**src/rtl/mac_lane_array.sv**
```systemverilog
// Multi-lane saturating fixed-point dot-product engine with valid/ready on both sides.
// One broadcast sample per beat; valid_o latency is 1 cycle after the last accepted beat.
module mac_lane_array #(
    parameter int unsigned WORD_SIZE = 16,
    parameter int unsigned INT_BITS  = 4,
    parameter int unsigned N_LANES   = 4,
    parameter int unsigned N_INPUTS  = 8,
    parameter int unsigned RELU      = 0
) (
    input  logic                              clk_i,
    input  logic                              reset_i,
    input  logic                              valid_i,
    output logic                              ready_o,
    input  logic [WORD_SIZE-1:0]              data_i,
    input  logic [N_LANES*WORD_SIZE-1:0]      mem_i,
    input  logic [N_LANES*WORD_SIZE-1:0]      bias_i,
    output logic                              valid_o,
    input  logic                              ready_i,
    output logic [N_LANES*WORD_SIZE-1:0]      data_o,
    output logic [N_LANES-1:0]                sat_o,
    output logic [$clog2(N_INPUTS+1)-1:0]     count_o
);

    localparam int unsigned FRAC_BITS = WORD_SIZE - INT_BITS;
    localparam int unsigned ACC_W     = 2 * WORD_SIZE;
    localparam int unsigned CNT_W     = $clog2(N_INPUTS + 1);

    localparam logic signed [ACC_W-1:0] ACC_MAX = {1'b0, {(ACC_W-1){1'b1}}};
    localparam logic signed [ACC_W-1:0] ACC_MIN = {1'b1, {(ACC_W-1){1'b0}}};
    localparam logic signed [ACC_W-1:0] OUT_MAX =
        {{(ACC_W-WORD_SIZE+1){1'b0}}, {(WORD_SIZE-1){1'b1}}};
    localparam logic signed [ACC_W-1:0] OUT_MIN =
        {{(ACC_W-WORD_SIZE+1){1'b1}}, {(WORD_SIZE-1){1'b0}}};

    typedef enum logic {ACCUM, OUT} state_e;

    state_e                         state_q, state_d;
    logic [CNT_W-1:0]               count_q, count_d;
    logic                           valid_q, valid_d;
    logic                           ready_q, ready_d;
    logic [N_LANES*WORD_SIZE-1:0]   data_q, data_d;
    logic [N_LANES-1:0]             sat_q, sat_d;
    logic [N_LANES-1:0]             sticky_q, sticky_d;
    logic signed [ACC_W-1:0]        acc_q [N_LANES];
    logic signed [ACC_W-1:0]        acc_d [N_LANES];

    logic signed [WORD_SIZE-1:0]    data_s;
    logic                           first_beat;
    logic                           last_beat;
    logic signed [ACC_W-1:0]        acc_new [N_LANES];
    logic [N_LANES-1:0]             sticky_new;
    logic [N_LANES*WORD_SIZE-1:0]   out_flat;
    logic [N_LANES-1:0]             out_sat;

    assign data_s     = data_i;
    assign first_beat = (count_q == '0);
    assign last_beat  = (count_q == CNT_W'(N_INPUTS - 1));

    // Per-lane datapath: saturating accumulate, then shift/clamp/ReLU of the would-be result.
    for (genvar g = 0; g < N_LANES; g++) begin : g_lane
        logic signed [WORD_SIZE-1:0] w;
        logic signed [WORD_SIZE-1:0] b;
        logic signed [ACC_W-1:0]     prod;
        logic signed [ACC_W-1:0]     base;
        logic signed [ACC_W:0]       sum;
        logic                        add_ovf;
        logic signed [ACC_W-1:0]     shifted;
        logic                        trunc_hi;
        logic                        trunc_lo;
        logic [WORD_SIZE-1:0]        clamped;

        assign w       = mem_i[g*WORD_SIZE +: WORD_SIZE];
        assign b       = bias_i[g*WORD_SIZE +: WORD_SIZE];
        assign prod    = ACC_W'(w) * ACC_W'(data_s);
        assign base    = first_beat ? (ACC_W'(b) <<< FRAC_BITS) : acc_q[g];
        assign sum     = (ACC_W+1)'(base) + (ACC_W+1)'(prod);
        assign add_ovf = sum[ACC_W] ^ sum[ACC_W-1];
        assign acc_new[g] = add_ovf ? (sum[ACC_W] ? ACC_MIN : ACC_MAX) : sum[ACC_W-1:0];
        assign sticky_new[g] = (first_beat ? 1'b0 : sticky_q[g]) | add_ovf;

        assign shifted  = acc_new[g] >>> FRAC_BITS;
        assign trunc_hi = (shifted > OUT_MAX);
        assign trunc_lo = (shifted < OUT_MIN);
        assign clamped  = trunc_hi ? OUT_MAX[WORD_SIZE-1:0] :
                          trunc_lo ? OUT_MIN[WORD_SIZE-1:0] : shifted[WORD_SIZE-1:0];

        // ReLU zeroes negative results but is not counted as saturation.
        assign out_flat[g*WORD_SIZE +: WORD_SIZE] =
            ((RELU != 0) && clamped[WORD_SIZE-1]) ? '0 : clamped;
        assign out_sat[g] = sticky_new[g] | trunc_hi | trunc_lo;
    end

    always_comb begin
        state_d  = state_q;
        count_d  = count_q;
        valid_d  = valid_q;
        ready_d  = ready_q;
        data_d   = data_q;
        sat_d    = sat_q;
        sticky_d = sticky_q;
        for (int k = 0; k < N_LANES; k++) begin
            acc_d[k] = acc_q[k];
        end

        case (state_q)
            ACCUM: begin
                if (valid_i) begin
                    for (int k = 0; k < N_LANES; k++) begin
                        acc_d[k] = acc_new[k];
                    end
                    sticky_d = sticky_new;
                    if (last_beat) begin
                        count_d = '0;
                        state_d = OUT;
                        valid_d = 1'b1;
                        ready_d = 1'b0;
                        data_d  = out_flat;
                        sat_d   = out_sat;
                    end else begin
                        count_d = count_q + CNT_W'(1);
                    end
                end
            end
            OUT: begin
                if (ready_i) begin
                    state_d = ACCUM;
                    valid_d = 1'b0;
                    ready_d = 1'b1;
                end
            end
            default: state_d = ACCUM;
        endcase
    end

    always_ff @(posedge clk_i) begin
        if (reset_i) begin
            state_q  <= ACCUM;
            count_q  <= '0;
            valid_q  <= 1'b0;
            ready_q  <= 1'b1;
            data_q   <= '0;
            sat_q    <= '0;
            sticky_q <= '0;
            for (int k = 0; k < N_LANES; k++) begin
                acc_q[k] <= '0;
            end
        end else begin
            state_q  <= state_d;
            count_q  <= count_d;
            valid_q  <= valid_d;
            ready_q  <= ready_d;
            data_q   <= data_d;
            sat_q    <= sat_d;
            sticky_q <= sticky_d;
            for (int k = 0; k < N_LANES; k++) begin
                acc_q[k] <= acc_d[k];
            end
        end
    end

    assign ready_o = ready_q;
    assign valid_o = valid_q;
    assign data_o  = data_q;
    assign sat_o   = sat_q;
    assign count_o = count_q;

endmodule

```
**config.mk**
```make
export PLATFORM = sky130hd
export DESIGN_NAME = mac_lane_array
export DESIGN_NICKNAME = d
export VERILOG_FILES = /design/src/rtl/mac_lane_array.sv
export SDC_FILE = /design/constraint.sdc
export NUM_CORES = 2
export LEC_CHECK = 0
export CORE_MARGIN = 2
export CORE_UTILIZATION = 25
export CTS_CLUSTER_SIZE = 30
export DETAILED_ROUTE_END_ITERATION = 6
export GPL_TIMING_DRIVEN = 0
export SLEW_MARGIN = 20
export SYNTH_ARGS = -nofsm -noshare
export SYNTH_HDL_FRONTEND = slang
export SYNTH_SLANG_ARGS = --single-unit
```
**constraint.sdc**
```tcl
create_clock -name clk_i -period 24.1 [get_ports clk_i]
set_clock_uncertainty 0.1 [all_clocks]
set_input_delay 4.82 -clock clk_i [delete_from_list [all_inputs] [get_ports clk_i]]
set_output_delay 4.82 -clock clk_i [all_outputs]
set_load 0.01 [all_outputs]
```
# After elaboration in Yosys (flattened, before gate mapping)
# Memories as Yosys holds them, arrays and structs flattened.
# Cells that the tools add are included.
[classes]
n_addsub = 5
multipliers = 4
order_cmp = 8
eq_ne = 4
muxes = 46
bitwise = 21
reduce_logical = 4
[ops]
columns = ["cell", "n"]
rows = [
  ["$mux W32", 16],
  ["$mux W128", 2],
  ["$add A32 B32 Y33", 4],
  ["$mul A16 B16 Y32", 4],
  ["$mux W16", 8],
  ["$gt A20 B16 Y1 const B", 4],
  ["$lt A20 B16 Y1 const B", 4],
  ["$mux W1", 16],
  ["$or A1 B1 Y1", 16],
  ["$ne A2 B2 Y1 const B", 3],
  ["$pmux W1 S2", 3],
  ["$reduce_and A3 Y1", 2],
  ["$add A4 B1 Y4 const B", 1],
  ["$eq A4 B3 Y1 const B", 1],
  ["$logic_not A4 Y1", 1],
  ["$mux W4", 1],
  ["$xor A1 B1 Y1", 4],
  ["$reduce_and A2 Y1", 1],
  ["$not A1 Y1", 1],
]
[word_totals]
register_bits = 79
mem_bits_rw = 128
inputBits = 148
out_inout_bits = 74
wordCells = 100
mem_count = 1
[mem_list]
columns = ["name", "words", "word_bits", "rd", "rd_ports_with_merged_regs", "write_ports", "line", "rtl"]
rows = [
  ["acc_q", 4, 32, 4, 0, 4, "44", "logic signed [ACC_W-1:0] acc_q [N_LANES];"],
]

# Longest topological paths before layout
[depth]
ltp_word = 8
depth_mapped = 37
depth_no_buf = 34

# Worst setup path after synthesis
# No wires, ideal clock.
[synth_path]
path_type = "input to register"
from = "input data_i[1]"
to = "memory acc_q[0][14] (netlist name)"
setup_time_ns = 0.065
arrival_ns = 12.041
t_required_ns = 23.935
slack_ns = 11.893
path_stages = 30
n_path_buf = 4
path_cell_list = "clkbuf_1 -> clkbuf_1 -> nand2_1 -> fa_1 -> fa_1 -> fa_1 -> fa_1 -> inv_1 -> fa_1 -> inv_1 -> fa_1 -> inv_1 -> ha_1 -> o21ai_0 -> o21bai_1 -> nor4_1 -> o21ai_1 -> a311oi_2 -> o21bai_1 -> a21oi_1 -> o21bai_1 -> a21oi_1 -> xnor2_1 -> ha_1 -> inv_1 -> clkbuf_1 -> o21ai_1 -> clkbuf_1 -> o22ai_1 -> nor2_1"
[synth_lines]
columns = ["element", "line", "rtl"]
rows = [
  ["start: declaration", "14", "input logic [WORD_SIZE-1:0] data_i,"],
  ["end: declaration", "44", ""],
]

==> impl_metrics.csv <==
group,metric,value,unit
run_status,run_status,"complete, no violations",
setup_path,cp-start-kind,"input port",
synth,synthSimpleGateAreaFrac,0.162,
sta,setup_viol,0,
placed_design,place_area,60900,sq um
sta,relSlewSlack,0.110,
cts,postCtsResizedCells,0,
setup_path,crit_arrival,14.79,ns
synth,synthMuxAreaShare,0.00164,
die,chipWidth,473,microns
sta,rsz0062_at_grt,"false",
synth,synth_nets,8078,
die,core,219000,sq um
run,maxCapViolations,0,
drt,wl_per_cell,23.0,microns
synth,ys_warn_count,0,
cts,insertion_delay,0.62,ns
die,fp.dieH,473,microns
setup_path,cp_top_family,"adder cells",
finish,design_area,61900,sq um
finish,final_layout_size_suffix_gt1_frac,0.0246,
synth,synthCells,6326,
die,rows,172,
cts,clk_path_buf_depth,3,
cts,cts-root-buf,"clkbuf_16",
finish,nets,8322,
sta,hold_viol,0,
sta,period_share,0.596,
sta,worst_pin_slew,1.34,ns
synth,synth_seq_cells,207,
cts,hold_buffers,0,
synth,netlist_top_cells_area,"fa_1 (44%), inv_1 (9.7%), ha_1 (9.3%)",
drt,vias_per_cell,4.77,
global_route,grt.overflow.total,0,
setup_path,worstSetupEndpointType,"register",
cts,htree_num_levels,1,
synth,synth_ff_type,"dfxtp_1",
sta,fin_tns_setup,0,ns
cts,clkSinkCount,207,
finish,area_growth,12.8,%
synth,synth_top_family_by_area,"adder cells",
cts,clkSlewWorstSetupHoldPaths,0.07,ns
cts,tritoncts,"done",
synth,synth-xor-area-share,0.0242,
setup_path,crit_fanout,10,
drt,vias,45200,
synth,synth_common_cells,"inv_1 (1423), fa_1 (1196), nand2_1 (848)",
drt,drtAntennaViolNets,0,
synth,synth_fa_ha_area_frac,0.534,
setup_path,critPathKind,"in2reg",
placed_design,post-dp-hpwl,185000,microns
global_route,grt_pass1_vias,48100,
setup_path,crit_path_top_delay_cell,"clkbuf_1",
synth,syn_area,54900,sq um
sta,slew_violations,0,
setup_path,required,24.53,ns
global_route,grt_usage,0.196,
global_route,grt_first_pass_wirelength,320000,microns
setup_path,timing.critical_path.buf_inv,10,
setup_path,slowest_delay,0.99,ns
synth,synth_top_area_frac,0.436,
global_route,grt_max_degree,17,
cts,post_cts_buffers,0,
synth,ys_seq_area_frac,0.0754,
synth,syn_avg_cell_area,8.68,sq um
synth,yosysMostFrequentCell,"inv_1",
sta,whs,0.355,ns
drt,firstDrtPassIters,6,
synth,synth_async_sr_flop_share,0,
die,ios,222,
die,start_util,0.251,
setup_path,reg2reg_setup_slack,14.21,ns
synth,synth_cell_type_count,90,
worst_hold_path,hold_path_class,"reg2reg",
synth,synth_edf_count,0,
global_route,antenna_found_initial,34,
placed_design,place_congestion,1.00,
cts,numCtsBuffers,27,
placed_design,port_buffers,205,
synth,synth_compound_area_frac,0.0823,
drt,drc,0,
synth,synth_area_leader_cell,"fa_1",
die,dieArea,223000,sq um
drt,drtIter0Drc,4067,
sta,min_period,14.36,ns
drt,routed_wl,218000,microns
sta,fmax,69.6,MHz
==> stage by stage <==
stage,instances,util,setup slack [ns]
after floorplan,6326,-,11.89
after global placement,9402,0.276,9.34
after detailed placement,9411,0.278,9.34
after CTS,9460,0.282,9.91
after global routing,9469,0.283,9.13
final,9477,0.283,9.74
==> registers in the layout (all words and copies together), names as in the netlist <==
name,flops
acc_q,128
count_o,4
data_o,64
ready_o,1
sat_o,4
state_q,1
sticky_q,4
valid_o,1
==> area by class of cell <==
type,instances,area (sq um)
fillers,23500,157000
flip-flops and latches,207,4140
repair buffers,215,2300
multi-input cells,4383,44200
well taps,2871,3590
diodes,16,40.0
clock buffers,30,687
inverters,1424,5350
plain buffers,312,1330
clock inverters,19,324
==> tightest hold or removal path: stages (launching register included) <==
cell and delay (ns):
dfxtp_1 0.31, nand2_1 0.05, a21oi_1 0.05
==> placed cells by master (no fill, tap or decap), types with 46 or more instances in the layout <==
master           instances
a211oi_1               137
a21o_1                  46
a21oi_1                185
and2_1                 521
clkbuf_1               233
clkbuf_2                50
clkdlybuf4s50_1        205
dfxtp_1                207
fa_1                  1196
ha_1                   408
inv_1                 1423
nand2_1                848
nor2_1                 323
nor3_1                  49
o21ai_0                142
xnor2_1                 97
xor2_1                  55
==> path summary, 6_finish.rpt <==
| check | from | end | depth (start not counted) |
|---|---|---|---|
| worst max-delay path | data_i[1] | acc_q[0][15] | 29 |
| worst min register to register | acc_q[0][2] | acc_q[0][2] | 2 |
| worst max register to register | count_o[0] | data_o[7] | 33 |
| worst min-delay path | acc_q[0][2] | acc_q[0][2] | 2 |
==> metal layers <==
layer  vias to the layer above  GRT usage  wire, microns
met5                         -          0             75
met4                        10     0.0982          12600
met3                       370     0.0429          20000
met2                      2029      0.303          96200
met1                     23200      0.256          89200
li1                      19500          -              -
==> cell families after synthesis <==
| kind of cell | count (synthesis) |
|---|---|
| AO/OA/AOI/OAI | 694 |
| XOR/XNOR | 152 |
| multiplexers | 9 |
| AND/OR/NAND/NOR | 1894 |
| flip-flops | 207 |
| buffers and inverters | 1736 |
| adder cells (fa/ha/maj) | 1634 |
Power is left out: the tool's default activity adds up to more than one toggle a clock period on the data nets, which glitch-free logic cannot reach.
==> RTL edit, RTL diff (config.mk and constraints unchanged) <==
`WORD_SIZE`: 16 -> 8.
--- a/src/rtl/mac_lane_array.sv
+++ b/src/rtl/mac_lane_array.sv
@@ -3,3 +3,3 @@
 module mac_lane_array #(
-    parameter int unsigned WORD_SIZE = 16,
+    parameter int unsigned WORD_SIZE = 8,
     parameter int unsigned INT_BITS  = 4,
Ports: changed (resized bias_i, data_i, data_o and mem_i); port bits go from 222 to 118. No check against the original RTL was run, so the function may have changed too.
==> RTL edit against the original RTL <==
- worst setup slack improved by 1100 ps
- synthesized area is 68% lower
- synthesized cell count is 69% lower
- global-route usage decreased by 3.7 points
- routed wire length decreased by 74%
- via count decreased by 69%
- first-iteration DRC count shrank 72%
- critical endpoint is now data_o[26]$_SDFFE_PP0P_
- design area decreased by 67%
- sequential cell count is 96 lower
Power is not shown: default switching activity piles up to over one toggle a cycle in this logic, so the estimate is an artifact.
==> RTL edit: results (changes against the original RTL) <==
{| class="wikitable"
! Metric !! Value
|-
| Vias per Instance || 4.62 (-3.1%)
|-
| Aggregate routed wire length || 56.9 mm (-74%)
|-
| Fraction of the mapped netlist area in adder cells || 45.9% (-7.5 points)
|-
| Post-Synth XOR/XNOR Area || 3.33% (+0.90 points)
|-
| Reg-to-reg endpoint || data_o[26]$_SDFFE_PP0P_
|-
| Share of layout cells above drive strength 1 || 3.50% (+1.0 points)
|-
| Largest register FFs || 64 (-50%)
|-
| Proportion of synthesized area in mux cells || 1.76% (+1.6 points)
|-
| GRT Util Overall || 15.9% (-3.7 points)
|-
| Start point of the worst min-delay path || acc_q[0][10]$_SDFFE_PP0P_
|-
| Critical register-to-register path startpoint || count_o[3]$_SDFFE_PP0P_
|-
| Cell with the biggest individual delay on the critical path || sky130_fd_sc_hd__clkdlybuf4s50_1
|-
| Total iterations of the first detailed-routing run || 5 (-1)
|-
| Count of cells along the worst register-to-register path || 28 (-15%)
|-
| Worst-path fanout max || 13 (+3)
|-
| GPL Wtd Cong || 0.840 (-16%)
|-
| Number of antenna violations at the first check in global routing || 5 (-85%)
|-
| Result of the run || completed
|-
| Number of H-tree levels || 3 (+2)
|-
| Destination of the worst hold path || acc_q[0][10]$_SDFFE_PP0P_
|-
| Post-Place Setup Slack || 10480 ps (+1140 ps)
|-
| Slew at the pin closest to its max-slew limit || 1120 ps (-216 ps)
|-
| DP Wirelength || 46.5 mm (-75%)
|-
| Inst Count DP || 3009 (-68%)
|-
| Number of design-rule violations left by the first detailed-router iteration || 1140 (-72%)
|-
| CTS Buffer Depth || 2 (-1)
|-
| Clock insertion delay at the later pin of the skew report || 380 ps (-240 ps)
|-
| Placed instance area || 0.0201 mm2 (-67%)
|-
| Final hold slack || 353 ps (-1.97 ps)
|}
## RTL edit: kinds of logic (layout without fill, tap and decap cells)
group | count (synthesis) | count (layout)
flip-flops | 111 | 111
XOR/XNOR | 65 | 65
AND/OR/NAND/NOR | 601 | 601
adder cells (fa/ha/maj) | 471 | 471
other | 0 | 1
multiplexers | 31 | 31
buffers and inverters | 367 | 500
AO/OA/AOI/OAI | 306 | 306
## RTL edit: area by class of cell
| type | count | area share, % |
|---|---|---|
| clock buffers | 13 | 1.32 |
| diodes | 1 | 0.0122 |
| plain buffers | 77 | 1.55 |
| multi-input cells | 1474 | 69.2 |
| repair buffers | 117 | 5.71 |
| clock inverters | 3 | 0.239 |
| well taps | 940 | 5.75 |
| inverters | 290 | 5.32 |
| flip-flops and latches | 111 | 10.9 |
## RTL edit: worst max path at each step
stage	start	endpoint	slack (ps)	cells after the start
final	data_i[7]	data_o[26]$_SDFFE_PP0P_	10790	24
after global routing	data_i[7]	data_o[24]$_SDFFE_PP0P_	10370	24
after detailed placement	data_i[7]	sat_o[2]$_SDFFE_PP0P_	10480	24
after global placement	data_i[7]	sat_o[2]$_SDFFE_PP0P_	10250	24
after floorplan	data_i[0]	data_o[22]$_SDFFE_PP0P_	13050	23
after CTS	data_i[7]	data_o[26]$_SDFFE_PP0P_	10870	24
## RTL edit: routing by layer
| metal | global-route usage, % | part of all wire, % | vias to the layer above |
|---|---|---|---|
| met5 | 0 | 0.072 | - |
| met4 | 2.66 | 1.5 | 6 |
| met3 | 3.67 | 7.1 | 45 |
| met2 | 25.3 | 45 | 410 |
| met1 | 22.2 | 46 | 6957 |
| li1 | - | - | 6563 |
